===== src/rtl/wb_hash_mailbox.sv =====
// Wishbone-classic mailbox in front of a streaming hash core: message FIFO,
// start/absorb/squeeze sequencer, latched digest and level interrupts on user_irq.
module wb_hash_mailbox #(
  parameter logic [31:0] BASE_ADDR    = 32'h3000_0000,
  parameter int          FIFO_DEPTH   = 8,
  parameter int          DIGEST_WORDS = 8,
  parameter int          LOW_WM       = 2
) (
  input  logic                      wb_clk_i,
  input  logic                      wb_rst_i,
  input  logic                      wbs_cyc_i,
  input  logic                      wbs_stb_i,
  input  logic                      wbs_we_i,
  input  logic [3:0]                wbs_sel_i,
  input  logic [31:0]               wbs_adr_i,
  input  logic [31:0]               wbs_dat_i,
  output logic                      wbs_ack_o,
  output logic [31:0]               wbs_dat_o,
  output logic                      core_start,
  output logic                      core_abort,
  output logic                      core_in_valid,
  output logic [31:0]               core_in_data,
  output logic                      core_in_last,
  input  logic                      core_in_ready,
  input  logic                      core_digest_valid,
  input  logic [32*DIGEST_WORDS-1:0] core_digest,
  output logic [2:0]                user_irq
);

  localparam int AW = $clog2(FIFO_DEPTH);
  localparam int LW = AW + 1;

  localparam logic [5:0] OFF_CTRL      = 6'h00;
  localparam logic [5:0] OFF_STATUS    = 6'h01;
  localparam logic [5:0] OFF_DATA      = 6'h02;
  localparam logic [5:0] OFF_DATA_LAST = 6'h03;
  localparam logic [5:0] OFF_IRQ_CLR   = 6'h04;
  localparam logic [5:0] OFF_DIGEST    = 6'h10;

  typedef enum logic [1:0] {
    S_IDLE    = 2'd0,
    S_ABSORB  = 2'd1,
    S_SQUEEZE = 2'd2,
    S_DONE    = 2'd3
  } state_t;

  state_t        state, state_n;
  logic          ack_q;
  logic          irq_en, done, ovf, err;
  logic [LW-1:0] wr_ptr, rd_ptr, level;
  logic [32:0]   fifo_mem [FIFO_DEPTH];
  logic [31:0]   digest_q [DIGEST_WORDS];
  logic [32:0]   head;
  logic [5:0]    offset;
  logic [31:0]   rd_data;
  logic          hit, wr, ctrl_wr, clear_req, start_req, start_ok, start_bad;
  logic          push_req, push_ok, pop, capture, empty, full, busy;

  assign offset = wbs_adr_i[7:2];
  assign hit    = wbs_cyc_i & wbs_stb_i & (wbs_adr_i[31:8] == BASE_ADDR[31:8]);

  // Side effects fire once, in the ack cycle, while the master still holds the request.
  assign wr        = ack_q & hit & wbs_we_i;
  assign ctrl_wr   = wr & (offset == OFF_CTRL) & wbs_sel_i[0];
  assign clear_req = ctrl_wr & wbs_dat_i[1];
  assign start_req = ctrl_wr & wbs_dat_i[0] & ~wbs_dat_i[1];
  assign busy      = (state == S_ABSORB) | (state == S_SQUEEZE);
  assign start_ok  = start_req & ~busy;
  assign start_bad = start_req & busy;
  assign push_req  = wr & ((offset == OFF_DATA) | (offset == OFF_DATA_LAST));
  assign push_ok   = push_req & ~full;

  assign level = wr_ptr - rd_ptr;
  assign empty = (level == '0);
  assign full  = (level == LW'(FIFO_DEPTH));
  assign head  = fifo_mem[rd_ptr[AW-1:0]];

  assign core_in_valid = (state == S_ABSORB) & ~empty;
  assign core_in_data  = head[31:0];
  assign core_in_last  = core_in_valid & head[32];
  assign pop           = core_in_valid & core_in_ready;
  assign capture       = (state == S_SQUEEZE) & core_digest_valid;

  // NOTE: sequential state uses non-blocking assignments so every register samples
  // pre-edge values no matter in which order the always_ff blocks run.
  always_ff @(posedge wb_clk_i) begin
    if (wb_rst_i) state <= S_IDLE;
    else          state <= state_n;
  end

  // NOTE: each signal written here gets a default before any branch, so no path
  // leaves it unassigned and no latch is inferred.
  always_comb begin
    state_n = state;
    if (clear_req) begin
      state_n = S_IDLE;
    end else begin
      case (state)
        S_IDLE, S_DONE: if (start_ok)          state_n = S_ABSORB;
        S_ABSORB:       if (pop && head[32])   state_n = S_SQUEEZE;
        S_SQUEEZE:      if (capture)           state_n = S_DONE;
        default:                               state_n = S_IDLE;
      endcase
    end
  end

  always_ff @(posedge wb_clk_i) begin
    if (wb_rst_i) ack_q <= 1'b0;
    else          ack_q <= hit & ~ack_q;
  end

  assign wbs_ack_o = ack_q;
  assign wbs_dat_o = (ack_q & ~wbs_we_i) ? rd_data : '0;

  always_comb begin
    rd_data = '0;
    case (offset)
      OFF_CTRL:   rd_data[2] = irq_en;
      OFF_STATUS: begin
        rd_data[6:0]   = 7'(level);
        rd_data[8]     = empty;
        rd_data[9]     = full;
        rd_data[10]    = busy;
        rd_data[11]    = done;
        rd_data[12]    = ovf;
        rd_data[13]    = err;
        rd_data[17:16] = state;
      end
      default: begin
        for (int i = 0; i < DIGEST_WORDS; i++) begin
          if (offset == OFF_DIGEST + 6'(i)) rd_data = digest_q[i];
        end
      end
    endcase
  end

  // NOTE: the FIFO storage is reset with the pointers because core_in_data shows
  // the head entry directly and must read 0 out of reset.
  always_ff @(posedge wb_clk_i) begin
    if (wb_rst_i) begin
      wr_ptr <= '0;
      rd_ptr <= '0;
      for (int i = 0; i < FIFO_DEPTH; i++) fifo_mem[i] <= '0;
    end else if (clear_req) begin
      wr_ptr <= '0;
      rd_ptr <= '0;
    end else begin
      if (push_ok) begin
        fifo_mem[wr_ptr[AW-1:0]] <= {offset == OFF_DATA_LAST, wbs_dat_i};
        wr_ptr <= wr_ptr + 1'b1;
      end
      if (pop) rd_ptr <= rd_ptr + 1'b1;
    end
  end

  always_ff @(posedge wb_clk_i) begin
    if (wb_rst_i) begin
      irq_en <= 1'b0;
      done   <= 1'b0;
      ovf    <= 1'b0;
      err    <= 1'b0;
      for (int i = 0; i < DIGEST_WORDS; i++) digest_q[i] <= '0;
    end else begin
      if (ctrl_wr) irq_en <= wbs_dat_i[2];
      if (clear_req) begin
        done <= 1'b0;
        ovf  <= 1'b0;
        err  <= 1'b0;
        for (int i = 0; i < DIGEST_WORDS; i++) digest_q[i] <= '0;
      end else begin
        if (wr && offset == OFF_IRQ_CLR) begin
          if (wbs_dat_i[0]) done <= 1'b0;
          if (wbs_dat_i[1]) begin
            ovf <= 1'b0;
            err <= 1'b0;
          end
        end
        if (start_ok) done <= 1'b0;
        if (capture) begin
          done <= 1'b1;
          for (int i = 0; i < DIGEST_WORDS; i++) digest_q[i] <= core_digest[32*i +: 32];
        end
        if (push_req && full) ovf <= 1'b1;
        if (start_bad)        err <= 1'b1;
      end
    end
  end

  always_ff @(posedge wb_clk_i) begin
    if (wb_rst_i) begin
      core_start <= 1'b0;
      core_abort <= 1'b0;
      user_irq   <= '0;
    end else begin
      core_start  <= start_ok;
      core_abort  <= clear_req;
      user_irq[0] <= done & irq_en;
      user_irq[1] <= (ovf | err) & irq_en;
      user_irq[2] <= irq_en & (state == S_ABSORB) & (level <= LW'(LOW_WM));
    end
  end

endmodule

===== config.mk =====
export PLATFORM = sky130hd
export DESIGN_NAME = wb_hash_mailbox
export DESIGN_NICKNAME = d
export VERILOG_FILES = /design/src/rtl/wb_hash_mailbox.sv
export SDC_FILE = /design/constraint.sdc
export NUM_CORES = 1
export LEC_CHECK = 0
export CAP_MARGIN = 20
export CORE_ASPECT_RATIO = 1.2
export CORE_MARGIN = 2
export CORE_UTILIZATION = 55
export CTS_CLUSTER_SIZE = 16
export DETAILED_ROUTE_END_ITERATION = 10
export PLACE_DENSITY_LB_ADDON = 0.08
export SYNTH_ARGS = -nofsm -noshare
export SYNTH_HDL_FRONTEND = slang
export SYNTH_SLANG_ARGS = --single-unit

===== constraint.sdc =====
create_clock -name wb_clk_i -period 8.4 [get_ports wb_clk_i]
set_input_delay 1.68 -clock wb_clk_i [delete_from_list [all_inputs] [get_ports wb_clk_i]]
set_output_delay 1.68 -clock wb_clk_i [all_outputs]
set_load 0.02 [all_outputs]

==> impl_metrics.py, run 1 <==
metrics = {
    "worst_setup_path": {
        "endpoint_kind": "output pin",
        "startpoint_type": "primary input",
        "r2r-end": "fifo_mem[5][18]$_SDFFCE_PN0P_",
        "arrival_ns": 5.28,
        "r2r_start": "wr_ptr[0]$_SDFFE_PP0N_",
        "reg2reg_slack_ns": 4.82,
        "cp_max_fo": 16,
        "worst_r2r_path_depth": 10,
        "critPathKind": "in2out",
        "required_ns": 6.72,
    },
    "sta": {
        "fmax_mhz": 144,
        "drv_slew": 0,
        "slew_headroom": 0.289,
        "min_period_ns": 6.96,
        "setup_viol": 0,
        "tns_ns": 0,
        "whs_ns": 0.475,
        "max_slew.worst_pin.slew_ns": 1.07,
        "rsz0062_at_grt": "no",
        "hold_viol": 0,
        "finalCritPeriodShare": 0.829,
        "skew_ns": 0.00966,
    },
    "synthesis": {
        "ys_ff_latch": 543,
        "synthFlopType": "edfxtp_1",
        "synthCells": 1737,
        "synth_nets": 2076,
        "synth_area_per_cell_um2": 14.0,
        "yosysUniqueCellTypes": 67,
        "syn_area_um2": 24300,
        "ys_async_sr_fraction": 0,
        "synth_edf_count": 488,
        "ys_seq_area_frac": 0.649,
        "yosysWarnings": 0,
    },
    "layout": {
        "nFillCells": 3022,
        "register_area_um2": 15800,
        "stdcell_count": 2677,
        "stdcell_area_um2": 30400,
        "layout.nets": 2408,
        "syn2layout_area_growth_pct": 25.4,
        "drive_above_1_share": 0.133,
        "utilization": 0.696,
        "multi_input_area_um2": 7830,
    },
    "drt": {
        "viasPerCell": 6.07,
        "drc_errors": 0,
        "ant_nets": 0,
        "wirelength_um": 64600,
        "drt_iter0_markers": 1485,
        "vias": 16300,
        "firstDrtPassIters": 5,
        "drt-wirelength-per-cell_um": 24.1,
    },
    "clock_network": {
        "holdBufCountCts": 0,
        "cts_sinks": 543,
        "insertion_delay_ns": 0.58,
        "cts_tree": "done",
        "ctsResizeCount": 0,
        "clk_pin_slew_ns": 0.06,
        "clockBufferDepth": 3,
        "cts-root-buf": "clkbuf_16",
        "htree_levels": 2,
        "cts_setup_buffers": 0,
        "cts_buffers": 50,
    },
    "global_route": {
        "gr-total-overflow": 0,
        "antenna_found_initial": 14,
        "grt_usage": 0.280,
        "grt_pass1_wl_um": 96300,
        "grt_max_degree": 257,
        "first_global_vias": 16400,
    },
    "floorplanning": {
        "ios": 403,
        "dieHeight_um": 234,
        "die_area_um2": 45800,
        "num_rows": 84,
        "initial_core_util": 0.555,
        "die_w_um": 196,
        "coreArea_um2": 43700,
    },
    "outcome": {
        "status": "completed",
    },
    "hold_path": {
        "hp-start": "done$_SDFFE_PP0P_",
        "hold_depth": 2,
        "holdCritPathClass": "reg2reg",
        "hold_end": "user_irq[0]$_SDFF_PP0_",
    },
    "place": {
        "gp_congestion": 0.884,
        "port_buffers": 397,
        "placed_cells": 2575,
        "dpl_cell_area_um2": 28700,
        "place_hpwl_um": 41600,
    },
    "power_and_ir_drop": {
        "p_per_area_nw_per_um2": 206,
        "p_leak_nw": 9.82,
        "max-vdd-ir-drop_mv": 0.168,
    },
    "job": {
        "max_cap_violations": 0,
    },
}
power by group:
group          total, W  switching, W  internal (W)  leakage, nW
Sequential      0.00330     0.0000736       0.00322         5.29
Combinational  0.000621      0.000336      0.000285         3.71
Clock           0.00234      0.000990       0.00135        0.824
cell families (layout without fill, tap and decap cells):
group,after synthesis,count (layout),synth area share
multiplexers,115,115,0.0894
AND/OR/NAND/NOR,627,627,0.148
XOR/XNOR,5,5,0.00181
flip-flops,543,543,0.649
AO/OA/AOI/OAI,246,246,0.0724
adder cells (fa/ha/maj),8,8,0.00443
buffers and inverters,193,567,0.0350
other,0,7,0
placed cells by master (no fill, tap or decap), types with 6 or more instances in the layout:
| master | netlist | layout |
|---|---|---|
| edfxtp_1 | 488 | 488 |
| a222oi_1 | 20 | 20 |
| and2_1 | 228 | 228 |
| clkbuf_16 | 0 | 53 |
| diode_2 | 0 | 7 |
| a221oi_1 | 27 | 27 |
| mux2_2 | 33 | 33 |
| buf_4 | 6 | 29 |
| nor2_1 | 46 | 41 |
| o2bb2ai_1 | 19 | 19 |
| nand2_1 | 18 | 15 |
| nand3_1 | 13 | 12 |
| clkinv_1 | 32 | 35 |
| nor3_1 | 251 | 250 |
| clkinv_2 | 0 | 10 |
| ha_1 | 7 | 7 |
| nor3_2 | 21 | 22 |
| mux4_2 | 78 | 78 |
| clkbuf_1 | 67 | 13 |
| a31oi_1 | 12 | 12 |
| a21oi_1 | 66 | 65 |
| clkdlybuf4s50_1 | 0 | 397 |
| nor4_1 | 7 | 7 |
| dfxtp_1 | 55 | 52 |
| a22oi_1 | 48 | 48 |
| inv_1 | 12 | 12 |
| o21ai_0 | 27 | 27 |
| o21bai_4 | 0 | 8 |
| nand4_1 | 6 | 6 |
registers in the layout, indices dropped and copies added, names as in the netlist, named ones only:
register / flops
core_abort: 1
core_start: 1
digest_q: 256
done: 1
err: 1
fifo_mem: 264
irq_en: 1
ovf: 1
rd_ptr: 4
state: 2
user_irq: 3
wbs_ack_o: 1
wr_ptr: 4
cell type report:
type / instances / share of cell area
inverter: 44 / 0.00543
sequential: 543 / 0.518
tap: 559 / 0.0230
timing repair buffer: 429 / 0.140
antenna: 7 / 0.000576
clock buffer: 71 / 0.0475
multi-input combinational: 1001 / 0.257
clock inverter: 23 / 0.00823
per-layer routing:
metal	routed length (um)	global-route usage	up-vias
met5	95	0	-
met4	1990	0.0985	14
met3	4970	0.0456	129
met2	33500	0.500	788
met1	24000	0.349	7965
li1	-	-	7356
cells in the mapped netlist (7+ instances only):
cell | number | share of area
o21ai_0 | 27 | 0.0056
ha_1 | 7 | 0.0036
buf_2 | 51 | 0.011
nand2_1 | 18 | 0.0028
nand3_1 | 13 | 0.0027
nor3_1 | 251 | 0.052
a222oi_1 | 20 | 0.0082
clkbuf_1 | 67 | 0.010
o21bai_1 | 8 | 0.0025
buf_1 | 20 | 0.0031
a31oi_1 | 12 | 0.0031
mux2_2 | 33 | 0.015
clkinv_1 | 32 | 0.0050
edfxtp_1 | 488 | 0.60
and2_1 | 228 | 0.059
o2bb2ai_1 | 19 | 0.0069
nor3_2 | 21 | 0.0087
mux4_2 | 78 | 0.072
a22oi_1 | 48 | 0.015
a21oi_1 | 66 | 0.014
a221oi_1 | 27 | 0.0097
inv_1 | 12 | 0.0019
nor4_1 | 7 | 0.0018
dfxtp_1 | 55 | 0.045
nor2_1 | 46 | 0.0071
worst max-delay path, stage by stage:
cell	delay (ns)
clkdlybuf4s50_1	0.54
or4b_1	0.77
nor2_2	0.81
buf_4	0.28
a222oi_1	0.09
o2bb2ai_1	0.21
a21oi_1	0.22
clkdlybuf4s50_1	0.66
metrics by stage:
stage          setup WS, ns  total power, W
6_report               1.44         0.00626
4_1_cts                1.49         0.00628
3_3_place_gp           1.50         0.00395
2_1_floorplan          3.37         0.00365
3_5_place_dp           1.50         0.00397
5_1_grt                1.33         0.00645
worst max-delay path by stage:
stage	startpoint	endpoint	slack [ns]	cells past startpoint
2_1_floorplan	wbs_adr_i[5]	wbs_dat_o[20]	3.37	7
3_3_place_gp	wbs_adr_i[4]	wbs_dat_o[27]	1.50	8
4_1_cts	wbs_adr_i[4]	wbs_dat_o[27]	1.49	8
3_5_place_dp	wbs_adr_i[4]	wbs_dat_o[27]	1.50	8
5_1_grt	wbs_adr_i[4]	wbs_dat_o[29]	1.33	8
6_report	wbs_adr_i[4]	wbs_dat_o[27]	1.44	8
No activity file was read; power rests on OpenSTA's default activity.
==> run 2: changes to the inputs <==
--- a/config.mk
+++ b/config.mk
@@ -8,7 +8,7 @@
 export CAP_MARGIN = 20
 export CORE_ASPECT_RATIO = 1.2
 export CORE_MARGIN = 2
-export CORE_UTILIZATION = 55
+export CORE_UTILIZATION = 54
 export CTS_CLUSTER_SIZE = 16
 export DETAILED_ROUTE_END_ITERATION = 10
 export PLACE_DENSITY_LB_ADDON = 0.08
==> constraint.sdc (replaced) <==
create_clock -name wb_clk_i -period 6.85 [get_ports wb_clk_i]
set_input_delay 1.37 -clock wb_clk_i [delete_from_list [all_inputs] [get_ports wb_clk_i]]
set_output_delay 1.37 -clock wb_clk_i [all_outputs]
set_load 0.02 [all_outputs]
==> run 2 against run 1 <==
Against the previous run: first-iteration DRC count shrank 20%; global-route usage grew 0.67 points; worst setup slack lost 0.55 ns; hold slack gained 0.0048 ns; utilization shrank 1.4 points; clock power grew 18%; die area grew 1.8%; sequential power grew 22%; power grew 21%.
==> impl_metrics.py, run 2 (synthesis results as in run 1) <==
metrics = {
    "layout": {
        "layout_commonest_cell": "edfxtp_1",
        "layout.nets": 2420,
        "largest_reg_flops": 264,
        "mostFrequentLayoutCells": "edfxtp_1, clkdlybuf4s50_1, nor3_1, and2_1, mux4_2",
        "utilization": 0.682,
        "stdcell_area_um2": 30400,
        "largest_register": "fifo_mem",
        "drive_above_1_share": 0.135,
        "reg_top3": "fifo_mem (264), digest_q (256)",
        "syn2layout_area_growth_pct": 25.5,
    },
    "sta": {
        "max_slew.worst_pin.slew_ns": 1.15,
        "fmax_mhz": 168,
        "min_period_ns": 5.96,
        "tns_ns": 0,
        "rsz0062_at_grt": "no",
        "skew_ns": 0.0122,
        "slew_headroom": 0.236,
        "hold_viol": 0,
        "finalCritPeriodShare": 0.870,
        "setup_slack_ns": 0.891,
        "setup_viol": 0,
        "drv_slew": 0,
    },
    "outcome": {
        "status": "completed",
    },
    "floorplanning": {
        "ios": 403,
        "initial_core_util": 0.543,
        "dieHeight_um": 236,
        "die_w_um": 198,
        "die_area_um2": 46700,
        "coreArea_um2": 44700,
        "num_rows": 85,
    },
    "worst_setup_path": {
        "critPathKind": "in2out",
        "cpMostUsedCell": "clkdlybuf4s50_1",
        "endpoint_kind": "output pin",
        "cp_max_fo": 19,
        "worst_r2r_path_depth": 8,
        "r2r-end": "fifo_mem[4][6]$_SDFFCE_PN0P_",
        "worst_path_max_delay_cell": "or4b_1",
        "reg2reg_slack_ns": 3.15,
        "arrival_ns": 4.59,
        "path_cells": "clkdlybuf4s50_1, or4b_1, nor2_4, a221oi_1, o2bb2ai_1, a21oi_1, clkdlybuf4s50_1",
        "startpoint_type": "primary input",
        "critPathBufInv": 2,
        "path_delay_family": "simple AND/OR/NAND/NOR gates",
        "cpPeakStageDelay_ns": 0.76,
        "required_ns": 5.48,
        "r2r_start": "rd_ptr[0]$_SDFFE_PP0P_",
    },
    "hold_path": {
        "hp-start": "done$_SDFFE_PP0P_",
        "holdCritPathClass": "reg2reg",
        "hold_depth": 2,
        "hold_end": "user_irq[0]$_SDFF_PP0_",
    },
    "drt": {
        "vias": 16300,
        "drc_errors": 0,
        "firstDrtPassIters": 7,
        "drt-wirelength-per-cell_um": 24.6,
        "wirelength_um": 66200,
        "drt_iter0_markers": 1184,
        "ant_nets": 0,
        "viasPerCell": 6.06,
    },
    "clock_network": {
        "clk_pin_slew_ns": 0.07,
        "cts-root-buf": "clkbuf_16",
        "insertion_delay_ns": 0.58,
        "cts_sinks": 543,
        "clockBufferDepth": 3,
        "htree_levels": 2,
        "holdBufCountCts": 0,
        "cts_buffers": 50,
        "cts_tree": "done",
        "ctsResizeCount": 0,
        "cts_setup_buffers": 0,
    },
    "global_route": {
        "antenna_found_initial": 13,
        "first_global_vias": 16900,
        "gr-total-overflow": 0,
        "top_usage_layer": "met2",
        "use_met3": 0.0576,
        "grt_pass1_wl_um": 99800,
        "grt_max_degree": 128,
        "use_met1": 0.356,
        "grt_usage": 0.287,
        "met2_usage": 0.494,
    },
    "place": {
        "dpl_cell_area_um2": 28800,
        "preCtsSetupSlack_ns": 0.975,
        "place_hpwl_um": 43300,
        "gp_congestion": 0.874,
        "port_buffers": 397,
    },
    "power_and_ir_drop": {
        "p_leak_nw": 9.85,
        "p_per_area_nw_per_um2": 249,
        "max-vdd-ir-drop_mv": 0.157,
    },
    "job": {
        "max_cap_violations": 0,
    },
}
==> run 2: where the power goes <==
group | switching [W] | internal (W) | total [W]
Sequential | 0.0000895 | 0.00395 | 0.00404
Combinational | 0.000420 | 0.000359 | 0.000779
Clock | 0.00119 | 0.00157 | 0.00276
Total | 0.00170 | 0.00588 | 0.00758
==> run 2: area by class of cell <==
cell class	instances	area, um^2
well taps	565	707
multi-input cells	1001	7840
inverters	44	165
clock inverters	28	258
fillers	3231	14200
diodes	8	20.0
repair buffers	441	4360
clock buffers	64	1350
flip-flops and latches	543	15800
==> run 2: worst max path at each step <==
stage / start / endpoint / slack [ns] / cells past startpoint
final: wbs_adr_i[4] / wbs_dat_o[6] / 0.89 / 7
after global placement: wbs_adr_i[4] / wbs_dat_o[22] / 0.96 / 7
after floorplan: wbs_adr_i[2] / digest_q[0][100]$_SDFFCE_PN0P_ / 2.14 / 5
after CTS: wbs_adr_i[4] / wbs_dat_o[22] / 0.95 / 7
after global routing: wbs_adr_i[4] / wbs_dat_o[6] / 0.84 / 7
after detailed placement: wbs_adr_i[4] / wbs_dat_o[22] / 0.97 / 7
==> run 2: stage by stage <==
step	std cells	hold WS, ns	power, W
2_1_floorplan	1737	0.422	0.00448
3_3_place_gp	2592	0.468	0.00485
3_5_place_dp	2592	0.467	0.00488
4_1_cts	2684	0.481	0.00760
5_1_grt	2692	0.488	0.00781
6_report	2694	0.480	0.00758
==> run 2: routing by layer <==
metal,vias up,share of wire,wire length [um]
met1,8060,0.37,24600
met5,-,0.0011,73
li1,7393,-,-
met3,133,0.077,5110
met2,736,0.52,34200
met4,10,0.034,2250
==> run 2: worst reg2reg max path: stages (launching register included) <==
cell      delay, ns
dfxtp_1        0.42
ha_1           0.22
inv_1          0.07
fa_1           0.59
nor3_1         0.11
nand3_1        0.13
nand4_1        0.58
o21bai_4       0.79
buf_4          0.45
==> run 3: changes to the inputs <==
--- a/config.mk
+++ b/config.mk
@@ -11,6 +11,7 @@
 export CORE_UTILIZATION = 54
 export CTS_CLUSTER_SIZE = 16
 export DETAILED_ROUTE_END_ITERATION = 10
+export GPL_TIMING_DRIVEN = 1
 export PLACE_DENSITY_LB_ADDON = 0.08
 export SYNTH_ARGS = -nofsm -noshare
 export SYNTH_HDL_FRONTEND = slang
==> results of run 3 <==
No change in the layout: final DEF, timing and power equal those of run 2.
